===== src/rtl/data_mem_mmio.sv =====
// Data-side memory system for the single-cycle core: word RAM, console TX FIFO and machine timer.
// Loads are combinational from the address and stores commit on the clock edge.
module data_mem_mmio #(
  parameter int unsigned RAM_WORDS  = 64,
  parameter int unsigned FIFO_DEPTH = 4,
  parameter logic [31:0] MMIO_BASE  = 32'h8000_0000
) (
  input  logic        clk,
  input  logic        reset,
  input  logic        data_mem_write_enable,
  input  logic [31:0] ALUResult,
  input  logic [31:0] data_mem_write_data,
  output logic [31:0] data_mem_read_data,
  output logic        tx_valid,
  output logic [7:0]  tx_data,
  input  logic        tx_ready,
  output logic        irq_timer
);

  localparam int unsigned RAM_AW    = $clog2(RAM_WORDS);
  localparam int unsigned PTR_W     = $clog2(FIFO_DEPTH);
  localparam int unsigned CNT_W     = PTR_W + 1;
  localparam logic [31:0] RAM_LIMIT = 32'(RAM_WORDS * 4);

  typedef enum logic [1:0] {
    REG_TXDATA   = 2'd0,
    REG_STATUS   = 2'd1,
    REG_MTIME    = 2'd2,
    REG_MTIMECMP = 2'd3
  } mmio_reg_e;

  logic [31:0]      ram [RAM_WORDS];
  logic [7:0]       fifo_mem [FIFO_DEPTH];
  logic [PTR_W-1:0] wr_ptr;
  logic [PTR_W-1:0] rd_ptr;
  logic [CNT_W-1:0] count;
  logic             overflow;
  logic [31:0]      mtime;
  logic [31:0]      mtimecmp;

  logic              ram_sel;
  logic              mmio_sel;
  mmio_reg_e         mmio_reg;
  logic [RAM_AW-1:0] ram_idx;
  logic              ram_we;
  logic              push_req;
  logic              status_we;
  logic              mtime_we;
  logic              mtimecmp_we;
  logic              full;
  logic              empty;
  logic              pop;
  logic              push;
  logic              overflow_set;

  // Address decode; the MMIO window is 16-byte aligned so bits [3:2] pick the register.
  always_comb begin
    ram_sel     = ALUResult < RAM_LIMIT;
    mmio_sel    = ALUResult[31:4] == MMIO_BASE[31:4];
    mmio_reg    = mmio_reg_e'(ALUResult[3:2]);
    ram_idx     = ALUResult[RAM_AW+1:2];
    ram_we      = data_mem_write_enable && ram_sel;
    push_req    = data_mem_write_enable && mmio_sel && (mmio_reg == REG_TXDATA);
    status_we   = data_mem_write_enable && mmio_sel && (mmio_reg == REG_STATUS);
    mtime_we    = data_mem_write_enable && mmio_sel && (mmio_reg == REG_MTIME);
    mtimecmp_we = data_mem_write_enable && mmio_sel && (mmio_reg == REG_MTIMECMP);
  end

  // A full FIFO still accepts a push when the head leaves in the same cycle.
  always_comb begin
    full         = count == CNT_W'(FIFO_DEPTH);
    empty        = count == '0;
    pop          = !empty && tx_ready;
    push         = push_req && (!full || pop);
    overflow_set = push_req && full && !pop;
  end

  assign tx_valid = !empty;
  assign tx_data  = fifo_mem[rd_ptr];

  // RAM contents survive reset.
  always_ff @(posedge clk) begin
    if (ram_we) begin
      ram[ram_idx] <= data_mem_write_data;
    end
  end

  always_ff @(posedge clk or posedge reset) begin
    if (reset) begin
      wr_ptr   <= '0;
      rd_ptr   <= '0;
      count    <= '0;
      overflow <= 1'b0;
      for (int i = 0; i < int'(FIFO_DEPTH); i++) begin
        fifo_mem[i] <= 8'h00;
      end
    end else begin
      if (push) begin
        fifo_mem[wr_ptr] <= data_mem_write_data[7:0];
        wr_ptr           <= wr_ptr + PTR_W'(1);
      end
      if (pop) begin
        rd_ptr <= rd_ptr + PTR_W'(1);
      end
      if (push && !pop) begin
        count <= count + CNT_W'(1);
      end else if (pop && !push) begin
        count <= count - CNT_W'(1);
      end
      if (overflow_set) begin
        overflow <= 1'b1;
      end else if (status_we) begin
        overflow <= 1'b0;
      end
    end
  end

  // Machine timer: a store to MTIME overrides that cycle's increment.
  always_ff @(posedge clk or posedge reset) begin
    if (reset) begin
      mtime     <= 32'h0000_0000;
      mtimecmp  <= 32'hFFFF_FFFF;
      irq_timer <= 1'b0;
    end else begin
      mtime     <= mtime_we ? data_mem_write_data : mtime + 32'd1;
      irq_timer <= mtime >= mtimecmp;
      if (mtimecmp_we) begin
        mtimecmp <= data_mem_write_data;
      end
    end
  end

  always_comb begin
    data_mem_read_data = 32'h0000_0000;
    if (ram_sel) begin
      data_mem_read_data = ram[ram_idx];
    end else if (mmio_sel) begin
      case (mmio_reg)
        REG_STATUS:   data_mem_read_data = {16'h0000, 8'(count), 5'b00000, overflow, empty, full};
        REG_MTIME:    data_mem_read_data = mtime;
        REG_MTIMECMP: data_mem_read_data = mtimecmp;
        default:      data_mem_read_data = 32'h0000_0000;
      endcase
    end
  end

endmodule


===== config.mk =====
export PLATFORM = sky130hd
export DESIGN_NAME = data_mem_mmio
export DESIGN_NICKNAME = d
export VERILOG_FILES = /design/src/rtl/data_mem_mmio.sv
export SDC_FILE = /design/constraint.sdc
export NUM_CORES = 2
export LEC_CHECK = 0
export BUFFER_PORTS_ARGS = -buffer_cell sky130_fd_sc_hd__buf_2
export CORE_UTILIZATION = 30
export DETAILED_ROUTE_END_ITERATION = 8
export GPL_TIMING_DRIVEN = 0
export HOLD_SLACK_MARGIN = 0.06
export PLACE_DENSITY_LB_ADDON = 0.25
export SLEW_MARGIN = 10
export SYNTH_ARGS = -nofsm -noshare
export SYNTH_HDL_FRONTEND = slang
export SYNTH_SLANG_ARGS = --single-unit

===== constraint.sdc =====
create_clock -name clk -period 3.4 [get_ports clk]
set_input_delay 0.17 -clock clk [delete_from_list [all_inputs] [get_ports clk]]
set_output_delay 0.17 -clock clk [all_outputs]
set_load 0.02 [all_outputs]

==> impl_metrics.py <==
metrics = {
    "drt": {
        "drcViolationCount": 0,
        "wirelength_um": 369000,
        "antenna_left": 0,
        "drtIter0Drc": 9478,
        "wl_per_cell_um": 42.2,
        "vias": 51600,
        "viasPerCell": 5.91,
        "drt_pre_antenna_iters": 7,
    },
    "synthesis": {
        "synth_cell_types": 78,
        "syn_avg_cell_area_um2": 20.2,
        "async_flop_share_pct": 4.88,
        "synth_xor_area_share_pct": 0.372,
        "ys_seq_elements": 2153,
        "synth_mux_area_share_pct": 14.7,
        "synth_area_um2": 84800,
        "synth_fa_ha_area_share_pct": 0.584,
        "synth_warnings": 0,
        "syn_inst": 4202,
        "syn-num-nets": 4309,
        "synth_top_family_by_area": "multiplexers",
        "synth.yosys.seq_area_share_pct": 75.7,
        "synthFlopType": "edfxtp_1",
        "synth_compound_area_share_pct": 4.16,
        "synth-edff-count": 2048,
        "synthSimpleGateAreaFrac_pct": 2.69,
    },
    "sta": {
        "fin_skew_ns": 0.0238,
        "tightest_slew_ns": 1.46,
        "slew_viol_final": 0,
        "finalWorstSetupSlack_ns": -0.329,
        "rsz0062_at_grt": "yes",
        "finalSetupViolations": 17,
        "max_freq_mhz": 268,
        "timing.final.hold_violations": 0,
        "min_period_ns": 3.73,
        "slew_headroom_pct": 2.96,
        "timing.final.crit_share_pct": 110,
    },
    "finish": {
        "finalNonFillerCells": 8733,
        "multiInputGateArea_um2": 20800,
        "syn2layout_area_growth_pct": 23.5,
        "fin_nets": 4922,
        "final_core_util_pct": 37.4,
        "drive_gt1_share_pct": 32.3,
        "ff_latch_area_um2": 64200,
        "nFillCells": 25500,
    },
    "pwr": {
        "power.leakage_uw": 0.0339,
        "vdd_drop_max_mv": 0.508,
        "power_density_nw_per_um2": 544,
        "fin_total_pwr_uw": 57000,
    },
    "worst_setup_path": {
        "r2r_slack_ns": 0.75,
        "cp-start-kind": "flop",
        "cp_max_fo": 1,
        "required_ns": 3.23,
        "arrival_ns": 3.56,
        "end_kind": "output port",
        "critical_path_class": "flop to output port",
    },
    "global_route": {
        "grt_overflow": 0,
        "grt_usage_pct": 25.5,
        "grt_pass1_vias": 48400,
        "grt_max_degree": 73,
        "antenna_found_initial": 31,
        "grt_pass1_wl_um": 476000,
    },
    "floorplanning": {
        "core_um2": 280000,
        "fp.dieW_um": 534,
        "rows": 194,
        "die_y_um": 534,
        "dieArea_um2": 285000,
        "start_util_pct": 30.3,
        "ios": 110,
    },
    "placed_design": {
        "dp_slack_ns": -2.63,
        "post-place-cells": 8210,
        "hpwl_um": 248000,
        "port_buffers": 104,
        "place_congestion": 0.940,
    },
    "clock_tree": {
        "root_buffer": "clkbuf_16",
        "clk_latency_ns": 0.88,
        "numCtsBuffers": 219,
        "cts_max_path_buffers": 3,
        "clkSlewWorstSetupHoldPaths_ns": 0.06,
        "clock_sinks": 2153,
        "cts_tree": "yes",
        "cts_max_level": 4,
    },
    "run_status": {
        "run_status": "finished, violations left",
        "failed_checks": "negative setup slack",
    },
    "min_path": {
        "holdCritPathClass": "primary input to flop",
    },
    "run": {
        "drv_cap": 0,
    },
}
==> path summary, 6_finish.rpt <==
kind                       cells past startpoint                    start                  endpoint
min in group asynchronous                      4                    reset  fifo_mem[29]$_DFFE_PP0P_
min reg2reg                                    1  fifo_mem[8]$_DFFE_PP0P_   fifo_mem[8]$_DFFE_PP0P_
max in group asynchronous                      5                    reset  mtimecmp[26]$_DFFE_PP1P_
max reg2reg                                    8       mtime[0]$_DFF_PP0_       irq_timer$_DFF_PP0_
max                                            7     ram[19][3]$_DFFE_PP_     data_mem_read_data[3]
min                                            2  data_mem_write_data[21]     ram[19][21]$_DFFE_PP_
==> synth_stat cells, drive strengths merged (6+ instances only) <==
| cell type | number | area share (%) |
|---|---|---|
| edfxtp | 2048 | 73 |
| o22ai | 48 | 0.35 |
| and3 | 10 | 0.074 |
| nor3 | 27 | 0.18 |
| mux4 | 447 | 12 |
| o221ai | 28 | 0.29 |
| o311a | 9 | 0.11 |
| a31oi | 12 | 0.089 |
| xnor2 | 16 | 0.17 |
| mux2i | 155 | 1.8 |
| a211oi | 13 | 0.12 |
| a21o | 6 | 0.053 |
| o21ai | 98 | 0.58 |
| nand2 | 144 | 0.66 |
| or3 | 6 | 0.050 |
| a21oi | 131 | 0.77 |
| o211ai | 14 | 0.12 |
| clkbuf | 94 | 0.42 |
| dfrtp | 73 | 2.2 |
| nand3 | 40 | 0.24 |
| nor2b | 6 | 0.044 |
| nor4 | 21 | 0.19 |
| xor2 | 20 | 0.21 |
| dfstp | 32 | 0.99 |
| buf | 137 | 1.2 |
| nor2 | 173 | 0.77 |
| a22oi | 88 | 0.78 |
| a22o | 19 | 0.20 |
| ha | 38 | 0.56 |
| a221oi | 23 | 0.24 |
| inv | 58 | 0.26 |
| mux2 | 63 | 0.84 |
| a32oi | 9 | 0.093 |
| nand2b | 6 | 0.044 |
| nand4 | 28 | 0.21 |
==> worst max-delay path: stages, from the launching register on <==
cell and delay [ns]:
edfxtp_1 0.35, mux4_2 0.50, a22o_4 0.30, nor4_4 0.33, a31oi_4 0.15, o41ai_4 0.59, o41ai_4 0.23, buf_4 0.21
==> state kept, by name, summed over array words and instances (netlist names) <==
name,count
ram,2048
overflow,1
count,3
wr_ptr,2
mtimecmp,32
irq_timer,1
rd_ptr,2
mtime,32
fifo_mem,32
==> area by class of cell <==
type                    instances  area share (%)
clock buffers                 283            5.51
flip-flops and latches       2153            61.3
multi-input cells            1760            19.8
repair buffers                395            5.54
well taps                    3724            4.45
plain buffers                 228            1.87
diodes                          9          0.0215
inverters                      58           0.215
clock inverters               123            1.26
==> stage by stage <==
step | hold WS [ns] | cell area [µm²] | TNS [ns]
after floorplan | 0.269 | 84800 | -169.16
after global placement | 0.483 | 90000 | -
after detailed placement | 0.186 | 94700 | -3083.03
after CTS | 0.0661 | 104000 | -2.91
after global routing | 0.113 | 105000 | -0.584
final | 0.114 | 105000 | -1.35
==> what timing repair did <==
action / in CTS / in global routing
endpoints found under the setup margin: 1562 / 268
buffers inserted: 51 / 21
hold buffers: 35 / 4
pin swaps: 53 / 25
resized for setup: 396 / 74
endpoints found under the hold margin: 1891 / 264
==> cell usage in the layout, fill, tap and decap left out, drive strengths merged, types with 40 or more instances in the layout <==
| cell type | synthesis | routed |
|---|---|---|
| edfxtp | 2048 | 2048 |
| buf | 137 | 489 |
| mux4 | 447 | 447 |
| clkbuf | 94 | 378 |
| nor2 | 173 | 173 |
| mux2i | 155 | 155 |
| nand2 | 144 | 144 |
| a21oi | 131 | 131 |
| o21ai | 98 | 98 |
| a22oi | 88 | 88 |
| clkinv | 0 | 88 |
| dfrtp | 73 | 73 |
| mux2 | 63 | 63 |
| inv | 58 | 62 |
| o22ai | 48 | 48 |
| nand3 | 40 | 40 |
==> power by group <==
part / internal (µW) / switching [µW] / total [µW]
logic: 1050 / 2510 / 3560
registers: 29000 / 0.00321 / 29000
clock network: 13600 / 10800 / 24400
total: 43600 / 13300 / 57000
==> cell families after synthesis <==
| kind of cell | Yosys count |
|---|---|
| muxes | 665 |
| and+or+nand+nor | 486 |
| buffers and inverters | 289 |
| DFF | 2153 |
| xor gates and xnor gates | 36 |
| adders and majority gates | 39 |
| AOI/OAI and AO/OA | 534 |
==> layer usage <==
layer	part of all wire (%)	routed length (µm)	GRT usage, %
met2	43	158000	37.2
met3	13	47300	8.33
met5	0.018	65	0
met1	37	138000	33.3
met4	6.7	24800	14.5
(Power assumes the default switching activity.)
